## src/rtl/uart_tx_core.sv

```systemverilog
// rtl/uart_tx_core.sv - UART 8N1 transmitter engine with fractional baud generator
// Optional feature macro: UART_TX_PARITY_EN (even parity bit between data and stop)
module uart_tx_core #(
   parameter int CLK_UNIT_HZ = 1000000,
   parameter int ACC_W       = 30
) (
   input  logic       clk,
   input  logic       rst,
   input  logic       en_i,
   input  logic       start_i,
   input  logic [3:0] br_i,
   input  logic [7:0] clk_mhz_i,
   input  logic [7:0] data_i,
   output logic       tx_o,
   output logic       busy_o,
   output logic       done_o
);

   typedef enum logic [2:0] {
      IDLE   = 3'd0,
      START  = 3'd1,
      DATA   = 3'd2,
`ifdef UART_TX_PARITY_EN
      PARITY = 3'd3,
`endif
      STOP   = 3'd4
   } state_t;

   state_t             state_q, state_n;
   logic [ACC_W-1:0]   acc_q, acc_n, sum;
   logic [ACC_W-1:0]   baud_q, clk_hz_q;
   logic [7:0]         shift_q, shift_n;
   logic [2:0]         bit_cnt_q;
   logic               start_q;
   logic               start_evt;
   logic               tick;
   logic               tx_n, busy_n, done_n;
`ifdef UART_TX_PARITY_EN
   logic               parity_q;
`endif

   // Baud rate in bits per second for each selector code; unused codes fall back to 115200
   function automatic logic [ACC_W-1:0] baud_of(input logic [3:0] br);
      case (br)
         4'd0:    baud_of = ACC_W'(1200);
         4'd1:    baud_of = ACC_W'(2400);
         4'd2:    baud_of = ACC_W'(4800);
         4'd3:    baud_of = ACC_W'(9600);
         4'd4:    baud_of = ACC_W'(14400);
         4'd5:    baud_of = ACC_W'(19200);
         4'd6:    baud_of = ACC_W'(28800);
         4'd7:    baud_of = ACC_W'(38400);
         4'd8:    baud_of = ACC_W'(57600);
         4'd10:   baud_of = ACC_W'(230400);
         4'd11:   baud_of = ACC_W'(460800);
         4'd12:   baud_of = ACC_W'(921600);
         default: baud_of = ACC_W'(115200);
      endcase
   endfunction

   // Only a fresh rising edge while idle, enabled and with a usable clock field starts a frame
   assign start_evt = start_i && !start_q && en_i && (clk_mhz_i != 8'd0) && (state_q == IDLE);

   // Fractional baud accumulator: adds baud per cycle, a tick marks each elapsed bit period
   always_comb begin
      sum   = acc_q + baud_q;
      tick  = 1'b0;
      acc_n = sum;
      if (baud_q >= clk_hz_q) begin
         tick  = 1'b1;
         acc_n = '0;
      end else if (sum >= clk_hz_q) begin
         tick  = 1'b1;
         acc_n = sum - clk_hz_q;
      end
   end

   // FSM state register
   always_ff @(posedge clk) begin
      if (rst) state_q <= IDLE;
      else     state_q <= state_n;
   end

   // Next state, next shift contents and next registered outputs
   always_comb begin
      state_n = state_q;
      shift_n = shift_q;
      done_n  = 1'b0;
      tx_n    = 1'b1;
      case (state_q)
         IDLE: begin
            if (start_evt) begin
               state_n = START;
               shift_n = data_i;
            end
         end
         START: begin
            if (tick) state_n = DATA;
         end
         DATA: begin
            if (tick) begin
               shift_n = {1'b0, shift_q[7:1]};
               if (bit_cnt_q == 3'd7) begin
`ifdef UART_TX_PARITY_EN
                  state_n = PARITY;
`else
                  state_n = STOP;
`endif
               end
            end
         end
`ifdef UART_TX_PARITY_EN
         PARITY: begin
            if (tick) state_n = STOP;
         end
`endif
         STOP: begin
            if (tick) begin
               state_n = IDLE;
               done_n  = 1'b1;
            end
         end
         default: state_n = IDLE;
      endcase
      // Dropping enable abandons the frame without a completion pulse
      if (!en_i) begin
         state_n = IDLE;
         done_n  = 1'b0;
      end
      busy_n = (state_n != IDLE);
      case (state_n)
         START:   tx_n = 1'b0;
         DATA:    tx_n = shift_n[0];
`ifdef UART_TX_PARITY_EN
         PARITY:  tx_n = parity_q;
`endif
         default: tx_n = 1'b1;
      endcase
   end

   // Datapath: edge detect, frame parameter latch, accumulator, bit counter, outputs
   always_ff @(posedge clk) begin
      if (rst) begin
         start_q   <= 1'b0;
         acc_q     <= '0;
         baud_q    <= '0;
         clk_hz_q  <= '0;
         shift_q   <= '0;
         bit_cnt_q <= '0;
         tx_o      <= 1'b1;
         busy_o    <= 1'b0;
         done_o    <= 1'b0;
      end else begin
         start_q <= start_i;
         shift_q <= shift_n;
         tx_o    <= tx_n;
         busy_o  <= busy_n;
         done_o  <= done_n;
         if (start_evt) begin
            baud_q    <= baud_of(br_i);
            clk_hz_q  <= ACC_W'(clk_mhz_i) * ACC_W'(CLK_UNIT_HZ);
            acc_q     <= '0;
            bit_cnt_q <= '0;
         end else if (state_n == IDLE) begin
            acc_q     <= '0;
            bit_cnt_q <= '0;
         end else begin
            acc_q <= acc_n;
            if (state_q == DATA && tick) bit_cnt_q <= bit_cnt_q + 3'd1;
         end
      end
   end

`ifdef UART_TX_PARITY_EN
   // Even parity of the byte captured at frame start
   always_ff @(posedge clk) begin
      if (rst)            parity_q <= 1'b0;
      else if (start_evt) parity_q <= ^data_i;
   end
`endif

endmodule

```

## config.mk

```make
export PLATFORM = sky130hd
export DESIGN_NAME = uart_tx_core
export DESIGN_NICKNAME = d
export VERILOG_FILES = /design/src/rtl/uart_tx_core.sv
export SDC_FILE = /design/constraint.sdc
export NUM_CORES = 1
export LEC_CHECK = 0
export CAP_MARGIN = 5
export CORE_AREA = 2 2 125 127
export CTS_CLUSTER_SIZE = 40
export DETAILED_ROUTE_END_ITERATION = 10
export DIE_AREA = 0 0 127 129
export PLACE_DENSITY = 0.76
export SYNTH_ARGS = -nofsm -noshare
export SYNTH_HDL_FRONTEND = slang
export SYNTH_SLANG_ARGS = --single-unit
```

## constraint.sdc

```tcl
create_clock -name clk -period 4.8 [get_ports clk]
set_input_delay 1.44 -clock clk [delete_from_list [all_inputs] [get_ports clk]]
set_output_delay 1.44 -clock clk [all_outputs]
set_load 0.02 [all_outputs]
```

# After elaboration in Yosys (flattened, before gate mapping)
# Memories as Yosys holds them, arrays and structs flattened. A register that Yosys moved wholly into a read port is not among the register bits.
# Cells that the tools add are included.
[op_classes]
add_sub_neg = 3
multipliers = 1
n_lt_le_gt_ge = 2
eq_ne = 8
muxes = 15
n_bitwise = 2
reduce_logical = 15
[op_table]
columns = ["op", "count"]
rows = [
  ["$ge 30x28->1", 2],
  ["$add 30x30->30", 1],
  ["$mux 30", 1],
  ["$sub 30x28->30", 1],
  ["$mul 8x14->22 const B", 1],
  ["$mux 3", 6],
  ["$mux 8", 2],
  ["$pmux 8 s2", 1],
  ["$pmux 3 s4", 1],
  ["$reduce_bool 8->1", 1],
  ["$eq 3x1->1 const B", 2],
  ["$eq 3x2->1 const B", 2],
  ["$eq 3x3->1 const B", 2],
  ["$logic_not 3->1", 2],
  ["$reduce_or 3->1", 2],
  ["$logic_and 1x1->1", 5],
  ["$ne 2x2->1 const B", 2],
  ["$reduce_or 4->1", 1],
  ["$add 3x1->3 const B", 1],
  ["$mux 1", 3],
  ["$reduce_and 3->1", 1],
  ["$reduce_bool 3->1", 1],
  ["$not 1->1", 2],
  ["$pmux 1 s2", 1],
  ["other kinds (2)", 2],
]
[totals]
ff_bits = 100
rom_bits = 256
input_bits = 24
memories = 1
[memory_table]
columns = ["name", "depth", "width", "read_ports", "rd_ports_with_merged_regs", "wr", "line", "text"]
rows = [
  ["(no name shown)", 16, 16, 1, 1, 0, "44", "case (br)"],
]

# Longest topological paths before layout
[logic_depth]
depth_word = 10
depth_mapped = 21

# Least setup slack after synthesis
# OpenSTA, ideal clock, no wires.
[synth_timing]
path_type = "input to register"
start = "input port clk_mhz_i[2]"
end = "register clk_hz_q[27]"
arrival_ns = 4.825
t_required_ns = 4.672
setup_slack_ns = -0.154
cell_stages = 14
n_path_buf = 0
cell_sequence = "fa_1 -> ha_1 -> inv_1 -> fa_1 -> fa_1 -> inv_1 -> ha_1 -> or3_1 -> a21oi_1 -> o21ai_0 -> a2111oi_0 -> nor3_1 -> mux2i_1 -> o31ai_1"
[synth_via]
elab_chain_len = 3
elab_cells_between_ends = 4
cone_classes = "mul: 1; reduce/logical: 3"
[synth_rtl]
columns = ["item", "line", "text"]
rows = [
  ["start, declared", "12", "input logic [7:0] clk_mhz_i,"],
  ["branches (longest 3 deep; another with $mul 8x14->22)", "--", ""],
  ["end signal, assigned", "161", "clk_hz_q <= ACC_W'(clk_mhz_i) * ACC_W'(CLK_UNIT_HZ);"],
  ["end, declared", "31", "logic [ACC_W-1:0] baud_q, clk_hz_q;"],
]
# Several ways; the timed one is not identified.
# A chain may end at the register's enable or synchronous reset.

# Final worst setup path
[layout_timing]
start = "register baud_q[4]"
end = "register shift_q[1]"
[layout_via]
elab_chain_len = 6
elab_cells_between_ends = 7
cone_classes = "add/sub: 1; order compare: 2; eq/ne: 1; mux: 2; reduce/logical: 1"
[layout_rtl]
columns = ["item", "line", "text"]
rows = [
  ["start, declared", "31", ""],
  ["$add 30x30->30", "66", "sum = acc_q + baud_q;"],
  ["$ge 30x28->1", "72", "end else if (sum >= clk_hz_q) begin"],
  ["$mux 1", "72", ""],
  ["$mux 1 *", "69", "if (baud_q >= clk_hz_q) begin"],
  ["$ne 2x2->1 (no line) *", "--", ""],
  ["$reduce_and 3->1 (no line) *", "--", ""],
  ["end signal, assigned", "155", "shift_q <= shift_n;"],
  ["end, declared", "32", "logic [7:0] shift_q, shift_n;"],
]
# Mark *: on every way between the ends. The rest lies on a longest branch, timed or not.

==> impl_metrics.csv <==
group,metric,value,unit
layout,syn2layout_area_growth,25.29,%
layout,final_cell_mix,"113 x ha_1, 110 x buf_4, 83 x a21oi_1, 82 x inv_1, 79 x dfxtp_1",
cts,root_buffer,"clkbuf_16",
sta,slew_viol_final,0,
placement,dp_slack,-0.6811,ns
yosys,synth_top_area_cell,"dfxtp_1",
grt,grt_pass1_wl,30660,um
floorplanning,rows,45,
floorplanning,dieArea,0.01638,mm^2
power_and_ir_drop,cellPowerDensity,355.0,mW/mm^2
critical_path,crit_chain,"ha_4 -> inv_1 -> fa_2 -> nor2b_2 -> o31a_1 -> o21ai_0 -> nor2b_1 -> o21ai_0 -> xor2_1 -> ha_1 -> nand3_1 -> nor3_1 -> a221oi_2 -> a21o_1 -> a22oi_2 -> or4_4 -> or2_0 -> buf_4 -> a32oi_1 -> a21oi_1",
sta,hold_violations,0,
sta,rsz0062_at_grt,"yes",
cts,cts_tree,"yes",
sta,finalCritPeriodShare,98.30,%
route,drt_pre_antenna_iters,5,
sta,max_freq,211.9,MHz
layout,layout_commonest_cell,"ha_1",
sta,worst_slew_pin_slew,1.201,ns
layout,multi_input_area,0.005618,mm^2
sta,layout_setup_ws,0.08162,ns
floorplanning,num_io_pins,27,
critical_path,crit_path_frequent_cell,"o21ai_0",
floorplanning,die_y,129,um
layout,nets,1196,
yosys,synthMuxAreaShare,2.881,%
sta,setup_tns,0,ns
placement,gp_congestion,0.8890,
power_and_ir_drop,leakage,4.206,nW
placement,io_buffer_count,26,
yosys,yosysTopAreaCellShare,22.24,%
critical_path,critPathTopFamily,"compound AO/OA/AOI/OAI gates",
sta,finalSetupViolations,0,
layout,fin_area,0.009249,mm^2
cts,cts_buffers,9,
yosys,ys_seq_area_share,22.24,%
yosys,synth_compound_area_share,20.44,%
critical_path,path_class,"flip-flop to flip-flop",
critical_path,slowest_delay,0.51,ns
yosys,synthesis.area,0.007382,mm^2
cts,clkLatencyLatePin,0.36,ns
critical_path,critical_path.max_fanout,8,
yosys,syn_nets,1073,
yosys,synthFlopType,"dfxtp_1",
route,vias,6927,
route,drtIter0Drc,469,
yosys,synth_top_family_by_area,"adder cells",
route,drt-total-wl,18340,um
grt,grt_pass1_vias,6558,
critical_path,worstPathArrival,4.94,ns
cts,clock_sinks,82,
yosys,ys_warn_count,0,
cts,h-tree-depth,3,
yosys,synth-xor-area-share,5.695,%
placement,dp_hpwl,14200,um
floorplanning,fp.coreArea,0.01498,mm^2
sta,relSlewSlack,19.74,%
layout,drive_above_1_share,19.33,%
cts,clockBufferDepth,2,
critical_path,cpMaxStageDelayCell,"or4_4",
power_and_ir_drop,vdd_drop_max,235.8,uV
floorplanning,fp.dieW,127,um
yosys,avgSynthCellArea,8.094,um^2
grt,grt_max_degree,54,
cts,clkTransAtPathRegs,0.06,ns
yosys,netlist_instances,912,
critical_path,cp-start-kind,"flip-flop",
route,wl_per_cell,14.94,um
route,routed_via_density,5.641,
yosys,synth_area_leaders,"dfxtp_1 22%, ha_1 20%, a21oi_1 6.1%",
grt,antenna_found_initial,0,
sta,finalCriticalPeriod,4.718,ns
layout,seqCellArea,0.001648,mm^2
grt,overflow,0,
layout,diodes,0,
yosys,synthSimpleGateAreaFrac,17.85,%
route,drc_errors,0,
critical_path,crit_buf_inv,2,
cts,cts_hold_buffers,0,
sta,whs,0.4562,ns
yosys,synth_seq_cells,82,
min_path,hold_class,"flip-flop to flip-flop",
run_status,status,"finished clean",
grt,grt.total_usage,22.99,%
yosys,synth_edf_count,0,
layout,fill_cells,1258,
yosys,async_reset_ff_share,0,%
floorplanning,initial_utilization,49.29,%
yosys,ys_types,65,
route,postRouteAntennaNets,0,
critical_path,endpoint_kind,"flip-flop",
sta,clock-skew-final,0.008728,ns
job,maxCapViolCount,0,
yosys,synth-adder-area-share,25.15,%
critical_path,critPathRequiredTime,5.02,ns
power_and_ir_drop,total_power,0.003284,W
placement,dpl_cell_area,0.008603,mm^2
area by class of cell:
class                   count  area share (%)
flip-flops and latches     82           17.82
well taps                 188           2.543
multi-input cells         719           60.74
clock buffers               9           2.435
inverters                  83           3.369
repair buffers            140           12.27
clock inverters             7          0.8252
state kept, by name, indices dropped and copies added, names as in the netlist:
signal	flops
tx_o	1
bit_cnt_q	3
shift_q	8
done_o	1
clk_hz_q	22
busy_o	1
acc_q	26
baud_q	16
start_q	1
state_q	3
what timing repair did:
item	in CTS	in global routing
resized for setup	47	36
pin swaps	25	26
setup buffers	3	6
endpoints found under the setup margin	34	45
through the flow:
step	utilization, %	instances
floorplan	-	912
global placement	57.44	1203
detailed placement	57.44	1203
CTS	60.71	1222
global route	61.75	1228
finish	61.75	1228
final timing paths:
path / from / end / slack (ns) / cells after the start
min: clk_hz_q[19]$_SDFFE_PP0P_ / clk_hz_q[19]$_SDFFE_PP0P_ / 0.46 / 2
min reg2reg: clk_hz_q[19]$_SDFFE_PP0P_ / clk_hz_q[19]$_SDFFE_PP0P_ / 0.46 / 2
max reg2reg: baud_q[4]$_SDFFE_PP0P_ / shift_q[1]$_SDFFE_PP0P_ / 0.08 / 20
max: baud_q[4]$_SDFFE_PP0P_ / shift_q[1]$_SDFFE_PP0P_ / 0.08 / 20
worst reg2reg max path, stage by stage, from the launching register on:
cell	delay (ns)
dfxtp_4	0.37
ha_4	0.15
inv_1	0.05
fa_2	0.34
nor2b_2	0.14
o31a_1	0.27
o21ai_0	0.13
nor2b_1	0.16
o21ai_0	0.29
xor2_1	0.26
ha_1	0.30
nand3_1	0.21
nor3_1	0.10
a221oi_2	0.31
a21o_1	0.18
a22oi_2	0.08
or4_4	0.52
or2_0	0.26
buf_4	0.18
a32oi_1	0.21
a21oi_1	0.09
logic make-up (layout without fill, tap and decap cells):
group | count (synthesis) | in the layout
muxes | 21 | 21
buffers and inverters | 111 | 239
AOI/OAI and AO/OA | 237 | 237
and+or+nand+nor | 276 | 276
xor gates and xnor gates | 48 | 48
adders and majority gates | 137 | 137
DFF | 82 | 82
Yosys cell counts, drive strengths merged (7+ instances only):
master,count
nand3,31
a21o,19
a211oi,15
dfxtp,82
ha,118
mux2i,19
or3,11
xor2,11
clkbuf,22
nand2b,8
nor2b,14
a21oi,91
nand4,9
nand2,72
xnor2,37
inv,83
and3,7
fa,19
nor2,82
o21ai,46
nor3,15
power by group:
part / internal [W] / switching, W
Sequential: 0.000715 / 0.0000259
Combinational: 0.000886 / 0.000943
Clock: 0.000406 / 0.000308
Total: 0.00201 / 0.00128
layer usage:
metal / part of all wire (%) / track usage, %
met3: 3.1 / 3.285
met4: 2.2 / 7.951
met2: 47 / 38.36
met5: 0 / 0
met1: 48 / 30.65
(Power assumes the default switching activity.)
